File: src/rtl/gate_arb.sv
// gate_arb: round-robin arbiter sharing one registered W-bit bitwise gate unit between two requesters
// Ports: clk/rst (async active-high); req0/op0/a0/b0 -> gnt0 and req1/op1/a1/b1 -> gnt1 (one-cycle grant pulses);
// res/res_id/res_err qualified by res_vld, released by res_rdy; busy high while a transaction is in flight.
module gate_arb #(
  parameter int W = 8
) (
  input  logic         clk,
  input  logic         rst,
  input  logic         req0,
  input  logic [2:0]   op0,
  input  logic [W-1:0] a0,
  input  logic [W-1:0] b0,
  output logic         gnt0,
  input  logic         req1,
  input  logic [2:0]   op1,
  input  logic [W-1:0] a1,
  input  logic [W-1:0] b1,
  output logic         gnt1,
  output logic [W-1:0] res,
  output logic         res_id,
  output logic         res_err,
  output logic         res_vld,
  input  logic         res_rdy,
  output logic         busy
);
  typedef enum logic [1:0] {IDLE, EXEC, HOLD} state_t;
  state_t       state;
  logic         last;
  logic         pick;
  logic [2:0]   op_r;
  logic [W-1:0] a_r;
  logic [W-1:0] b_r;
  logic [W-1:0] res_n;
  // last doubles as the id of the transaction in flight, since it is loaded with the winner at grant
  always_comb begin
    pick  = (req0 & req1) ? ~last : req1;
    res_n = op_r == 3'd0 ? a_r & b_r :
            op_r == 3'd1 ? a_r | b_r :
            op_r == 3'd2 ? ~a_r :
            op_r == 3'd3 ? ~(a_r & b_r) :
            op_r == 3'd4 ? ~(a_r | b_r) :
            op_r == 3'd5 ? a_r ^ b_r :
            op_r == 3'd6 ? ~(a_r ^ b_r) : '0;
  end
  always_ff @(posedge clk or posedge rst) begin
    if (rst) begin
      state   <= IDLE;
      last    <= 1'b1;
      op_r    <= '0;
      a_r     <= '0;
      b_r     <= '0;
      gnt0    <= 1'b0;
      gnt1    <= 1'b0;
      res     <= '0;
      res_id  <= 1'b0;
      res_err <= 1'b0;
      res_vld <= 1'b0;
      busy    <= 1'b0;
    end else begin
      gnt0 <= 1'b0;
      gnt1 <= 1'b0;
      case (state)
        IDLE: if (req0 | req1) begin
          state <= EXEC;
          busy  <= 1'b1;
          last  <= pick;
          op_r  <= pick ? op1 : op0;
          a_r   <= pick ? a1 : a0;
          b_r   <= pick ? b1 : b0;
          gnt0  <= ~pick;
          gnt1  <= pick;
        end
        EXEC: begin
          res     <= res_n;
          res_id  <= last;
          res_err <= &op_r;
          res_vld <= 1'b1;
          state   <= HOLD;
        end
        HOLD: if (res_rdy) begin
          res_vld <= 1'b0;
          busy    <= 1'b0;
          state   <= IDLE;
        end
        default: state <= IDLE;
      endcase
    end
  end
endmodule
File: config.mk
export PLATFORM = sky130hd
export DESIGN_NAME = gate_arb
export DESIGN_NICKNAME = d
export VERILOG_FILES = /design/src/rtl/gate_arb.sv
export SDC_FILE = /design/constraint.sdc
export NUM_CORES = 1
export LEC_CHECK = 0
export ABC_AREA = 1
export CAP_MARGIN = 20
export CORE_ASPECT_RATIO = 1.75
export CORE_MARGIN = 4
export CORE_UTILIZATION = 45
export DETAILED_ROUTE_END_ITERATION = 16
export GPL_TIMING_DRIVEN = 0
export PLACE_DENSITY = 0.76
export SLEW_MARGIN = 20
export SYNTH_ARGS = -nofsm -noshare
export SYNTH_HDL_FRONTEND = slang
export SYNTH_SLANG_ARGS = --single-unit
File: constraint.sdc
create_clock -name clk -period 1.4 [get_ports clk]
set_clock_uncertainty 0.15 [all_clocks]
set_input_delay 0.21 -clock clk [delete_from_list [all_inputs] [get_ports clk]]
set_output_delay 0.21 -clock clk [all_outputs]
set_load 0.05 [all_outputs]
# After elaboration in Yosys (flattened, before gate mapping)
# Cells that the tools add are included.
# op_classes
n_eq_ne,10
mux,22
n_bitwise,11
n_reduce_logical,9
# ops
cell,count
8-bit two-way mux,9
8-bit inverter,4
3-bit == test (second input constant),3
8-bit bitwise AND,1
8-bit OR,1
8-bit XOR,1
1-bit two-way mux,7
3-bit by 2-bit == test with 1-bit output (second input constant),2
2-bit one-hot mux with 3 select lines,1
2-bit AND reduction,3
3-bit AND reduction,2
2-bit two-way mux,2
2-bit inequality test (second input constant),2
1-bit one-hot mux with 2 select lines,2
2-bit nonzero test,2
3-bit by 1-bit == test with 1-bit output (second input constant),1
3-bit logical NOT,1
3-bit two-way mux,1
2-bit by 1-bit == test with 1-bit output (second input constant),1
2-bit == test (second input constant),1
2-bit logical NOT,1
1-bit inverter,2
1-bit bitwise AND,1
1-bit OR,1
# totals
ff_bits,36
out_inout_bits,14

# Longest topological paths before layout
# depth
depth_word,9
mapped_depth,9

# Least setup slack after synthesis
# OpenSTA, ideal clock, no wires.
# synth_timing
path_type,reg-to-reg
start,register op_r[0]
end,register res[3]
setup_time_ps,118
t_arrival_ps,1047
required_time_ps,1132
slack_ps,86
stages_incl_launch_ff,8
path_buffers,1
path_cell_list,dfrtp_1 buf_6 nor2_4 nand2_4 o21ai_0 inv_1 nand2_1 nand2_1
# synth_between
elab_chain_len,8
# synth_lines
element,line_no,source
start: declaration,30,logic [2:0] op_r;
start signal: assignment,67,op_r <= pick ? op1 : op0;
3-bit == test,43,op_r == 3'd6 ? ~(a_r ^ b_r) : '0;
8-bit two-way mux,43,
8-bit two-way mux,42,op_r == 3'd5 ? a_r ^ b_r :
8-bit two-way mux,41,op_r == 3'd4 ? ~(a_r | b_r) :
8-bit two-way mux,40,op_r == 3'd3 ? ~(a_r & b_r) :
8-bit two-way mux,39,op_r == 3'd2 ? ~a_r :
8-bit two-way mux,38,op_r == 3'd1 ? a_r | b_r :
8-bit two-way mux (*),37,res_n = op_r == 3'd0 ? a_r & b_r :
end signal: assignment,74,res <= res_n;
end: declaration,19,"output logic [W-1:0] res,"
# Every way passes the cells marked *; elsewhere a longest branch is shown, timed or not.
# A chain may end at the register's enable or synchronous reset.

# Worst setup path in the final report
# layout_timing
start,register op_r[1]
end,register res[4]
# Same word-level chain as after synthesis.

==> impl_metrics.toml <==
[status]
status = "finished with violations"
violations = "negative setup slack"

[timing]
post-route-period-util_pct = 104
slew_viol_final = 0
grt_setup_unrepaired = "true"
period_needed_ns = 1.46
final_hold_viol_count = 0
setup_viol = 8
fmax_ghz = 0.685
tightest_slew_ns = 0.762
tns_ns = -0.317
relSlewSlack_pct = 49.1
hold_ws_ns = 0.151
setup_slack_ns = -0.0588

[logic_synthesis]
syn_nets = 359
synth_area_mm2 = 0.00227
synth-async-reset-ratio_pct = 100
synth-seq-cells = 36
yosys_most_used_dff = "dfrtp_1"
yosys_warnings = 0
ys_seq_area_share_pct = 39.8
synth_cell_type_count = 28
synth_edf_count = 0
syn_avg_cell_area_um2 = 7.55
syn-instance-count = 300

[pwr]
power_density_mw_per_mm2 = 2420
intPower_mw = 4.12
swShare_pct = 49.0
vdd_drop_max_mv = 1.75
sequentialPowerShare_pct = 23.5
switchingPower_mw = 3.97
p_comb_share_pct = 66.7
cellLeakagePower_nw = 1.61
fin_total_pwr_mw = 8.09
p_clk_share_pct = 9.8

[die]
die_y_um = 102
std_cell_rows = 33
core_mm2 = 0.00479
die_x_um = 61.6
pin_count = 57
start_util_pct = 47.3
dieArea_mm2 = 0.00628

[drt]
drtAntennaViolNets = 0
viasPerCell = 5.19
drc = 0
wl_per_cell_um = 14.1
first_iter_violations = 54
dr.pass1.iters = 4
routed_wl_um = 6020
vias = 2215

[layout]
nNetsFinal = 433
drive_gt1_share_pct = 25.6
mostFrequentLayoutCells = "nand2_1, nor2_1, clkdlybuf4s50_1"
fin_area_mm2 = 0.00335
final_common_cell = "nand2_1"
final_cells = 427
fin_util_pct = 69.9
diodes = 0
areaGrowthSynthToFinish_pct = 47.7

[placement]
numPlacedInstances = 408
dp_hpwl_um = 4200
gp_routability_congestion = 0.819
placed_area_mm2 = 0.00289
pre_cts_ws_ns = -0.317
port_buffers = 56

[global_routing]
grt_max_degree = 37
overflow = 0
grt_pass1_wl_um = 9220
grt_usage_pct = 19.3
antenna_found_initial = 0
grt_pass1_vias = 2060

[clocking]
clock_sinks = 36
cts_buffers = 5
tritoncts = "yes"
htree_levels = 2
clock_path_buffers = 2
root_buffer = "clkbuf_8"
clock_latency_ns = 0.29
path_clk_slew_ns = 0.08
cts_hold_buf = 0

[worst_hold_path]
hold_path_class = "primary input to flip-flop"
hold_depth = 3

[setup_path]
worst-path-max-fanout = 8
cp-start-kind = "flip-flop"
worst_path_max_delay_cell = "dfrtp_2"
rrSetupSlack_ns = -0.06
crit_path_end_kind = "flip-flop"
crit_chain = "nor2_4, buf_12, nand2_8, o21ai_0, inv_1, nand2_1, nand2_1"
crit_family = "flip-flops"
cp_common_cell = "nand2_1"
worstPathArrival_ns = 1.50
r2r_cells = 7
crit_buf_inv = 2
critPathRequiredTime_ns = 1.44
crit_type = "flip-flop to flip-flop"
slowest_delay_ns = 0.50
cp_num_cells = 7

[job]
maxCapViolCount = 0
-- worst min-delay path: stages --
cell            delay, ns
dlymetal6s2s_1       0.17
o21ai_2              0.11
nand2_1              0.08
-- Yosys cell counts (2+ instances only) --
library cell | instances | area (um^2)
nand2_1 | 52 | 195
nand4_1 | 4 | 25.0
clkbuf_1 | 4 | 15.0
inv_1 | 45 | 169
nand3_1 | 17 | 85.1
buf_2 | 5 | 25.0
o21ai_0 | 30 | 150
ha_1 | 16 | 200
dfrtp_1 | 35 | 876
a21oi_1 | 6 | 30.0
inv_2 | 3 | 11.3
buf_6 | 2 | 22.5
nand3_2 | 2 | 20.0
o21ai_1 | 4 | 20.0
nor2_1 | 44 | 165
o22ai_1 | 19 | 119
-- state kept, by name (all words and copies together), names as in the netlist --
| register | cells |
|---|---|
| res_vld | 1 |
| busy | 1 |
| a_r | 8 |
| gnt1 | 1 |
| gnt0 | 1 |
| op_r | 3 |
| res_id | 1 |
| res_err | 1 |
| state | 2 |
| last | 1 |
| b_r | 8 |
| res | 8 |
-- repair_timing --
action	4_1_cts	5_1_grt
setup endpoints to repair	43	34
pin swaps	1	13
setup buffers	4	5
cloned	0	2
hold endpoints to repair	0	0
resized for setup	71	83
-- final cells by class --
type / instances / area (um^2)
inverters: 49 / 201
clock buffers: 7 / 86.3
plain buffers: 13 / 129
multi-input cells: 202 / 1280
fillers: 384 / 1440
repair buffers: 67 / 673
clock inverters: 1 / 7.51
well taps: 52 / 65.1
flip-flops and latches: 36 / 903
-- worst paths after layout --
| path | start | endpoint |
|---|---|---|
| worst max-delay path | op_r[1] | res[4] |
| worst min-delay path | req1 | busy |
| worst max register to register | op_r[1] | res[4] |
| worst min register to register | res[6] | res[6] |
| max in group asynchronous | rst | op_r[1] |
| min in group asynchronous | rst | busy |
-- power groups by stage --
stage / registers (mW) / logic (mW) / clock network (mW)
2_1_floorplan: 2.43 / 2.65 / 0
3_3_place_gp: 1.85 / 4.30 / 0
3_5_place_dp: 1.87 / 4.37 / 0
4_1_cts: 1.87 / 4.70 / 0.793
5_1_grt: 1.95 / 5.96 / 0.834
6_report: 1.90 / 5.40 / 0.793
-- per-layer routing --
layer / up-vias / routed length [um] / GRT usage, %
li1: 1122 / - / -
met1: 1007 / 2370 / 22.8
met2: 78 / 3270 / 33.3
met3: 8 / 299 / 3.92
met4: 0 / 78 / 7.52
met5: - / 0 / 0
-- kinds of logic (layout without fill, tap and decap cells) --
family	after synthesis	count (layout)	synth area share [%]
AOI/OAI and AO/OA	62	62	15.5
adders and majority gates	16	16	8.83
buffers and inverters	62	137	11.7
DFF	36	36	39.8
and+or+nand+nor	124	124	24.2
Note: power is estimated with default switching activity, not from simulation.
